<file path="config.mk">
export PLATFORM = sky130hd
export DESIGN_NAME = fp16_operand_align
export DESIGN_NICKNAME = d
export VERILOG_FILES = /design/src/rtl/fp16_pkg.sv /design/src/rtl/sticky_shift.sv /design/src/rtl/fp16_operand_align.sv
export SDC_FILE = /design/constraint.sdc
export NUM_CORES = 1
export LEC_CHECK = 0
export BUFFER_PORTS_ARGS = -buffer_cell sky130_fd_sc_hd__buf_2
export CORE_UTILIZATION = 45
export CTS_CLUSTER_DIAMETER = 200
export CTS_CLUSTER_SIZE = 40
export DETAILED_ROUTE_END_ITERATION = 8
export HOLD_SLACK_MARGIN = 0.06
export MAX_ROUTING_LAYER = met4
export PLACE_DENSITY = 0.7
export REMOVE_ABC_BUFFERS = 1
export SYNTH_ARGS = -nofsm -noshare
export SYNTH_HDL_FRONTEND = slang
export SYNTH_SLANG_ARGS = --single-unit
</file>
<file path="constraint.sdc">
create_clock -name clk -period 7.8 [get_ports clk]
set_input_delay 0.39 -clock clk [delete_from_list [all_inputs] [get_ports clk]]
set_output_delay 0.39 -clock clk [all_outputs]
set_load 0.05 [all_outputs]
</file>
<file path="src/rtl/fp16_pkg.sv">
// fp16_pkg: shared widths, field positions, exception codes, the FSM state
// encoding and operand-decode helpers for the fp16 adder front-end.
package fp16_pkg;

  localparam int EXP_W     = 5;
  localparam int FRAC_W    = 10;
  localparam int EXT_MAN_W = 16;
  localparam int EXP_OUT_W = 6;

  localparam logic [EXP_W-1:0] EXP_MAX = 5'd31;

  // Extended mantissa layout: [15] headroom, [14] hidden, [13:4] fraction,
  // [3] guard, [2] round, [1] sticky, [0] zero.
  localparam int HIDDEN_BIT = 14;
  localparam int GUARD_BIT  = 3;
  localparam int STICKY_BIT = 1;

  typedef enum logic [1:0] {
    EXC_NONE = 2'b00,
    EXC_INF  = 2'b01,
    EXC_NAN  = 2'b10,
    EXC_RSVD = 2'b11
  } exc_e;

  typedef enum logic [1:0] {
    ST_IDLE   = 2'b00,
    ST_UNPACK = 2'b01,
    ST_SHIFT  = 2'b10,
    ST_DONE   = 2'b11
  } state_e;

  function automatic logic [EXP_W-1:0] exp_field(input logic [15:0] op);
    return op[FRAC_W+EXP_W-1:FRAC_W];
  endfunction

  function automatic logic [FRAC_W-1:0] frac_field(input logic [15:0] op);
    return op[FRAC_W-1:0];
  endfunction

  // Denormals (exp field 0) behave as exponent 1.
  function automatic logic [EXP_W-1:0] eff_exp(input logic [15:0] op);
    logic [EXP_W-1:0] e;
    e = exp_field(op);
    if (e == 5'd0) begin
      return 5'd1;
    end else begin
      return e;
    end
  endfunction

  function automatic logic [EXT_MAN_W-1:0] ext_mantissa(input logic [15:0] op);
    logic [EXT_MAN_W-1:0] m;
    m = 16'h0000;
    m[HIDDEN_BIT] = (exp_field(op) != 5'd0);
    m[GUARD_BIT+FRAC_W:GUARD_BIT+1] = frac_field(op);
    return m;
  endfunction

  function automatic logic is_special(input logic [15:0] op);
    return (exp_field(op) == EXP_MAX);
  endfunction

  function automatic logic is_nan(input logic [15:0] op);
    return (exp_field(op) == EXP_MAX) && (frac_field(op) != 10'd0);
  endfunction

endpackage

</file>
<file path="src/rtl/sticky_shift.sv">
// sticky_shift: combinational right shift of an extended mantissa by
// 0..SHIFT_STEP positions. Every bit that falls below bit[2] (shifted out or
// landing in bits [1:0]) is ORed, together with the old bit[1], into bit[1];
// bit[0] is always 0.
//   man    in  16  extended mantissa to shift
//   amt    in  4   shift amount (values above SHIFT_STEP are clamped)
//   result out 16  shifted mantissa with sticky collected in bit[1]
module sticky_shift
  import fp16_pkg::*;
#(
  parameter int SHIFT_STEP = 1
) (
  input  logic [EXT_MAN_W-1:0] man,
  input  logic [3:0]           amt,
  output logic [EXT_MAN_W-1:0] result
);

  logic [3:0]             amt_eff;
  logic [2*EXT_MAN_W-2:0] wide;
  logic                   sticky;

  // Shift through a wide window so lost bits stay visible for the sticky OR.
  always_comb begin
    if (int'(amt) > SHIFT_STEP) begin
      amt_eff = 4'(SHIFT_STEP);
    end else begin
      amt_eff = amt;
    end
    wide   = {man, {(EXT_MAN_W-1){1'b0}}} >> amt_eff;
    // wide[16:0] holds everything that now sits below mantissa bit[2].
    sticky = (|wide[EXT_MAN_W:0]) | man[STICKY_BIT];
    result = {wide[2*EXT_MAN_W-2:EXT_MAN_W+1], sticky, 1'b0};
  end

endmodule

</file>
<file path="src/rtl/fp16_operand_align.sv">
// fp16_operand_align: front-end of the fp16 adder. Captures two packed
// half-precision operands, unpacks them into extended mantissas, orders them
// by effective exponent and right-aligns the smaller mantissa with sticky
// collection, SHIFT_STEP positions per cycle.
//   clk, rst_n            clock, asynchronous active-low reset
//   in_valid/in_ready     operand handshake (in_ready = state is IDLE)
//   in_a, in_b            packed fp16 operands
//   out_valid/out_ready   result handshake
//   out_man_big/_small    extended mantissas (big unshifted, small aligned)
//   out_exp               common exponent, zero-extended
//   out_sign_big/_small   operand signs, out_swap = 1 when B is big
//   exception             00 normal, 01 infinity, 10 NaN
module fp16_operand_align
  import fp16_pkg::*;
#(
  parameter int SHIFT_STEP = 1,
  parameter int MAX_SHIFT  = 15
) (
  input  logic                 clk,
  input  logic                 rst_n,
  input  logic                 in_valid,
  output logic                 in_ready,
  input  logic [15:0]          in_a,
  input  logic [15:0]          in_b,
  output logic                 out_valid,
  input  logic                 out_ready,
  output logic [EXT_MAN_W-1:0] out_man_big,
  output logic [EXT_MAN_W-1:0] out_man_small,
  output logic [EXP_OUT_W-1:0] out_exp,
  output logic                 out_sign_big,
  output logic                 out_sign_small,
  output logic                 out_swap,
  output logic [1:0]           exception
);

  state_e               state_r, next_state_s;
  logic [15:0]          a_r, b_r;
  logic [EXT_MAN_W-1:0] man_big_r, man_small_r, shifted_s;
  logic [EXP_OUT_W-1:0] exp_r;
  logic                 sign_big_r, sign_small_r, swap_r, valid_r, valid_next_s;
  logic [1:0]           exc_r;
  logic [4:0]           rem_r;
  logic [3:0]           step_s;
  logic [EXP_W-1:0]     ea_s, eb_s, diff_s;
  logic [4:0]           dist_s;
  logic                 a_big_s, special_s, nan_s;

  // Decode of the captured operands, consumed in UNPACK.
  always_comb begin
    ea_s    = eff_exp(a_r);
    eb_s    = eff_exp(b_r);
    a_big_s = (ea_s >= eb_s);  // ties keep A as the big operand
    if (a_big_s) begin
      diff_s = ea_s - eb_s;
    end else begin
      diff_s = eb_s - ea_s;
    end
    if (int'(diff_s) > MAX_SHIFT) begin
      dist_s = 5'(MAX_SHIFT);
    end else begin
      dist_s = diff_s;
    end
    special_s = is_special(a_r) | is_special(b_r);
    nan_s     = is_nan(a_r) | is_nan(b_r);
  end

  // Per-cycle shift amount: full step, or whatever distance is left.
  always_comb begin
    if (int'(rem_r) < SHIFT_STEP) begin
      step_s = rem_r[3:0];
    end else begin
      step_s = 4'(SHIFT_STEP);
    end
  end

  sticky_shift #(
    .SHIFT_STEP(SHIFT_STEP)
  ) u_sticky_shift (
    .man    (man_small_r),
    .amt    (step_s),
    .result (shifted_s)
  );

  // FSM state register.
  always_ff @(posedge clk or negedge rst_n) begin
    if (!rst_n) begin
      state_r <= ST_IDLE;
    end else begin
      state_r <= next_state_s;
    end
  end

  // FSM next-state logic.
  always_comb begin
    next_state_s = state_r;
    case (state_r)
      ST_IDLE: begin
        if (in_valid) begin
          next_state_s = ST_UNPACK;
        end else begin
          next_state_s = ST_IDLE;
        end
      end
      ST_UNPACK: begin
        if (special_s) begin
          next_state_s = ST_DONE;
        end else if (dist_s != 5'd0) begin
          next_state_s = ST_SHIFT;
        end else begin
          next_state_s = ST_DONE;
        end
      end
      ST_SHIFT: begin
        if ({1'b0, step_s} == rem_r) begin
          next_state_s = ST_DONE;
        end else begin
          next_state_s = ST_SHIFT;
        end
      end
      ST_DONE: begin
        if (out_ready) begin
          next_state_s = ST_IDLE;
        end else begin
          next_state_s = ST_DONE;
        end
      end
      default: begin
        next_state_s = ST_IDLE;
      end
    endcase
  end

  // FSM outputs: input handshake and the next value of out_valid.
  always_comb begin
    if (state_r == ST_IDLE) begin
      in_ready = 1'b1;
    end else begin
      in_ready = 1'b0;
    end
    valid_next_s = (next_state_s == ST_DONE);
  end

  // Registered out_valid, high exactly while the FSM sits in DONE.
  always_ff @(posedge clk or negedge rst_n) begin
    if (!rst_n) begin
      valid_r <= 1'b0;
    end else begin
      valid_r <= valid_next_s;
    end
  end

  // Datapath: operand capture, unpack/ordering, and iterative alignment.
  always_ff @(posedge clk or negedge rst_n) begin
    if (!rst_n) begin
      a_r          <= 16'h0000;
      b_r          <= 16'h0000;
      man_big_r    <= 16'h0000;
      man_small_r  <= 16'h0000;
      exp_r        <= 6'd0;
      sign_big_r   <= 1'b0;
      sign_small_r <= 1'b0;
      swap_r       <= 1'b0;
      exc_r        <= EXC_NONE;
      rem_r        <= 5'd0;
    end else begin
      case (state_r)
        ST_IDLE: begin
          if (in_valid) begin
            a_r <= in_a;
            b_r <= in_b;
          end
        end
        ST_UNPACK: begin
          if (a_big_s) begin
            man_big_r    <= ext_mantissa(a_r);
            man_small_r  <= ext_mantissa(b_r);
            exp_r        <= {1'b0, ea_s};
            sign_big_r   <= a_r[15];
            sign_small_r <= b_r[15];
            swap_r       <= 1'b0;
          end else begin
            man_big_r    <= ext_mantissa(b_r);
            man_small_r  <= ext_mantissa(a_r);
            exp_r        <= {1'b0, eb_s};
            sign_big_r   <= b_r[15];
            sign_small_r <= a_r[15];
            swap_r       <= 1'b1;
          end
          // NaN outranks infinity when both kinds are present.
          if (nan_s) begin
            exc_r <= EXC_NAN;
          end else if (special_s) begin
            exc_r <= EXC_INF;
          end else begin
            exc_r <= EXC_NONE;
          end
          rem_r <= dist_s;
        end
        ST_SHIFT: begin
          man_small_r <= shifted_s;
          rem_r       <= rem_r - {1'b0, step_s};
        end
        ST_DONE: begin
          // Outputs hold until the result is taken.
        end
        default: begin
          rem_r <= 5'd0;
        end
      endcase
    end
  end

  assign out_valid      = valid_r;
  assign out_man_big    = man_big_r;
  assign out_man_small  = man_small_r;
  assign out_exp        = exp_r;
  assign out_sign_big   = sign_big_r;
  assign out_sign_small = sign_small_r;
  assign out_swap       = swap_r;
  assign exception      = exc_r;

endmodule

</file>
==> flow_summary_export.csv <==
group,metric,value,unit
run_status,outcome,"finished, final reports clean",
drt,via_count,3052,
sta,fmax,281,MHz
setup_path,crit_arrival,3800,ps
sta,rsz0062_at_grt,"false",
yosys,yosys_register_bits,76,
sta,slew_headroom,24.8,%
global_routing,grt_pass1_vias,2913,
final_layout,finalNetCount,502,
sta,hold_violations,0,
global_routing,grt-ovfl-total,0,
yosys,netlist-cell-type-count,48,
yosys,synth_xor_area_share,1.07,%
yosys,synth_flop_cell,"dfrtp_1",
sta,setup-violations-final,0,
clock_tree,cts-root-buf,"clkbuf_8",
clock_tree,clkSinkCount,76,
job,cap_violations,0,
yosys,synth_top_family_by_area,"multiplexers",
clock_tree,cts_max_level,3,
placement,gp_congestion,0.903,
clock_tree,cts_buffer_depth,2,
yosys,synth_mux_area_share,16.6,%
sta,fin_crit_sh,45.6,%
setup_path,crit_required,8040,ps
setup_path,path_class,"reg -> reg",
drt,routed_wl,8750,µm
floorplan,rows,34,
sta,period_minus_slack,3560,ps
floorplan,die-area,9470,µm²
floorplan,die_h,97.3,µm
yosys,ys_top_cells_by_count,"76 x dfrtp_1, 46 x nor2_1, 37 x mux2_2",
placement,dp_hpwl,6120,µm
drt,route.detailed.drc,0,
yosys,async_reset_ff_share,100,%
clock_tree,tritoncts,"done",
clock_tree,post_cts_resize_count,0,
yosys,seq_area_frac_synth,46.5,%
min_path,min_path_type,"in -> async",
global_routing,antenna_found_initial,0,
sta,finalSetupTns,0,ps
drt,dr_wl_met2,4050,µm
yosys,netlist_instances,390,
yosys,synthTopCellsByArea,"dfrtp_1 46%, mux2_2 10%, mux2i_1 6.1%, ha_1 4.6%, nor2_1 4.2%",
drt,drtIter0Drc,192,
drt,met1_length,4270,µm
drt,drt.antenna.violating_nets,0,
drt,via_per_inst,5.45,
yosys,synth-adder-area-share,5.57,%
yosys,synth_area,4090,µm²
setup_path,cp-end-kind,"register",
final_layout,finalNonFillerCells,560,
clock_tree,clkTransAtPathRegs,80,ps
drt,firstDrtPassIters,4,
clock_tree,cts_setup_buffers,0,
floorplan,fp.dieW,97.3,µm
setup_path,crit_path_start_kind,"register",
sta,fin_skew,8.61,ps
setup_path,path_max_fanout,36,
global_routing,grt_pass1_wl,14600,µm
final_layout,n_antenna_cell,0,
placement,io_buffers,73,
yosys,synth_largest_area_cell,"dfrtp_1",
yosys,avgSynthCellArea,10.5,µm²
clock_tree,clock_latency,360,ps
floorplan,start_util,46.7,%
yosys,synth-edff-count,0,
global_routing,grt_usage,20.0,%
sta,tightest_slew,1130,ps
floorplan,core_area,8760,µm²
yosys,synth-simple-area-share,9.97,%
yosys,synth-warning-count,0,
floorplan,ioPinCount,81,
drt,wire_per_inst,15.6,µm
final_layout,fill_cells,777,
yosys,yosysTopAreaCellShare,46.5,%
drt,wl_met3,278,µm
placement,dpl.cell_count,546,
final_layout,multiInputGateArea,1950,µm²
clock_tree,numCtsBuffers,9,
global_routing,grt_max_degree,77,
yosys,synth.most_common_cell,"dfrtp_1",
final_layout,syn_to_final_growth,14.0,%
drt,top_layer,"met4",
clock_tree,cts_hold_buf,0,
yosys,synth_compound_area_share,13.7,%
sta,drv_slew,0,
final_layout,drive_gt1_share,30.1,%
final_layout,register_area,1900,µm²
-- critical path, cell delays in order, from the launching register on --
cell	delay, ps
dfrtp_1	450
or4_1	530
nor2_1	180
nor2_1	90
inv_1	60
ha_1	260
nand3_1	120
o21ai_2	100
nor2_4	880
mux2i_2	350
xnor2_1	110
o311ai_1	300
-- final timing paths --
check                        startpoint            to  slack [ps]  depth (start not counted)
min                               rst_n        b_r[3]         160                          1
max in group asynchronous         rst_n    out_exp[1]        7000                          1
min reg2reg                exception[1]  exception[1]         510                          1
max                             a_r[11]    state_r[0]        4240                         11
min in group clk                in_a[3]        a_r[3]         260                          2
max reg2reg                     a_r[11]    state_r[0]        4240                         11
-- sequential cells by signal, indices dropped and copies added, names as in the netlist, 2 cells and up --
register       count
a_r               16
b_r               16
exception          2
out_exp            5
out_man_big       11
out_man_small     15
rem_r              5
state_r            2
-- metrics by stage --
step | cell area [µm²] | utilization (%) | worst slack [ps] | hold slack, ps
floorplan | 3930 | - | 4650 | 94.4
global placement | 4460 | 50.9 | 4330 | 485
detailed placement | 4460 | 50.9 | 4230 | 496
CTS | 4660 | 53.2 | 4190 | 212
global route | 4660 | 53.2 | 3840 | 252
finish | 4660 | 53.2 | 4240 | 164
-- layout by cell type, fill, tap and decap left out, drive strengths merged, types with 2 or more instances in the layout --
cell and instances:
a21o 4, a21oi 31, a221oi 11, a22oi 2, a31oi 2, and2 2
buf 76, bufinv 2, clkbuf 9, clkinv 3, conb 7, dfrtp 76
fa 2, ha 15, inv 23, mux2 37, mux2i 26, nand2 9
nand2b 4, nand3 8, nand4 3, nor2 47, nor2b 2, nor3 2
nor4 5, o21a 2, o21ai 6, o22ai 16, or4 2, xnor2 4
-- routing by layer --
layer	vias up	track usage, %
met2	70	29.5
li1	1482	-
met3	11	3.31
met5	-	-
met4	0	7.81
met1	1489	27.9
-- cells by family after synthesis --
logic type / Yosys count
simple gates: 87
mux: 63
other cells: 1
xor+xnor: 5
fa+ha+maj: 17
buf+inv: 57
flops: 76
compound gates: 84
-- final cells by class --
| type | instances | area share [%] |
|---|---|---|
| Multi-Input combinational cell | 263 | 41.7 |
| Sequential cell | 76 | 40.8 |
| Timing Repair Buffer | 76 | 8.37 |
| Tap cell | 108 | 2.90 |
| Clock buffer | 9 | 2.66 |
| Inverter | 23 | 1.85 |
| Clock inverter | 5 | 1.69 |
Power is left out: the tool's default activity adds up to more than one toggle a clock period on the data nets, which glitch-free logic cannot reach.
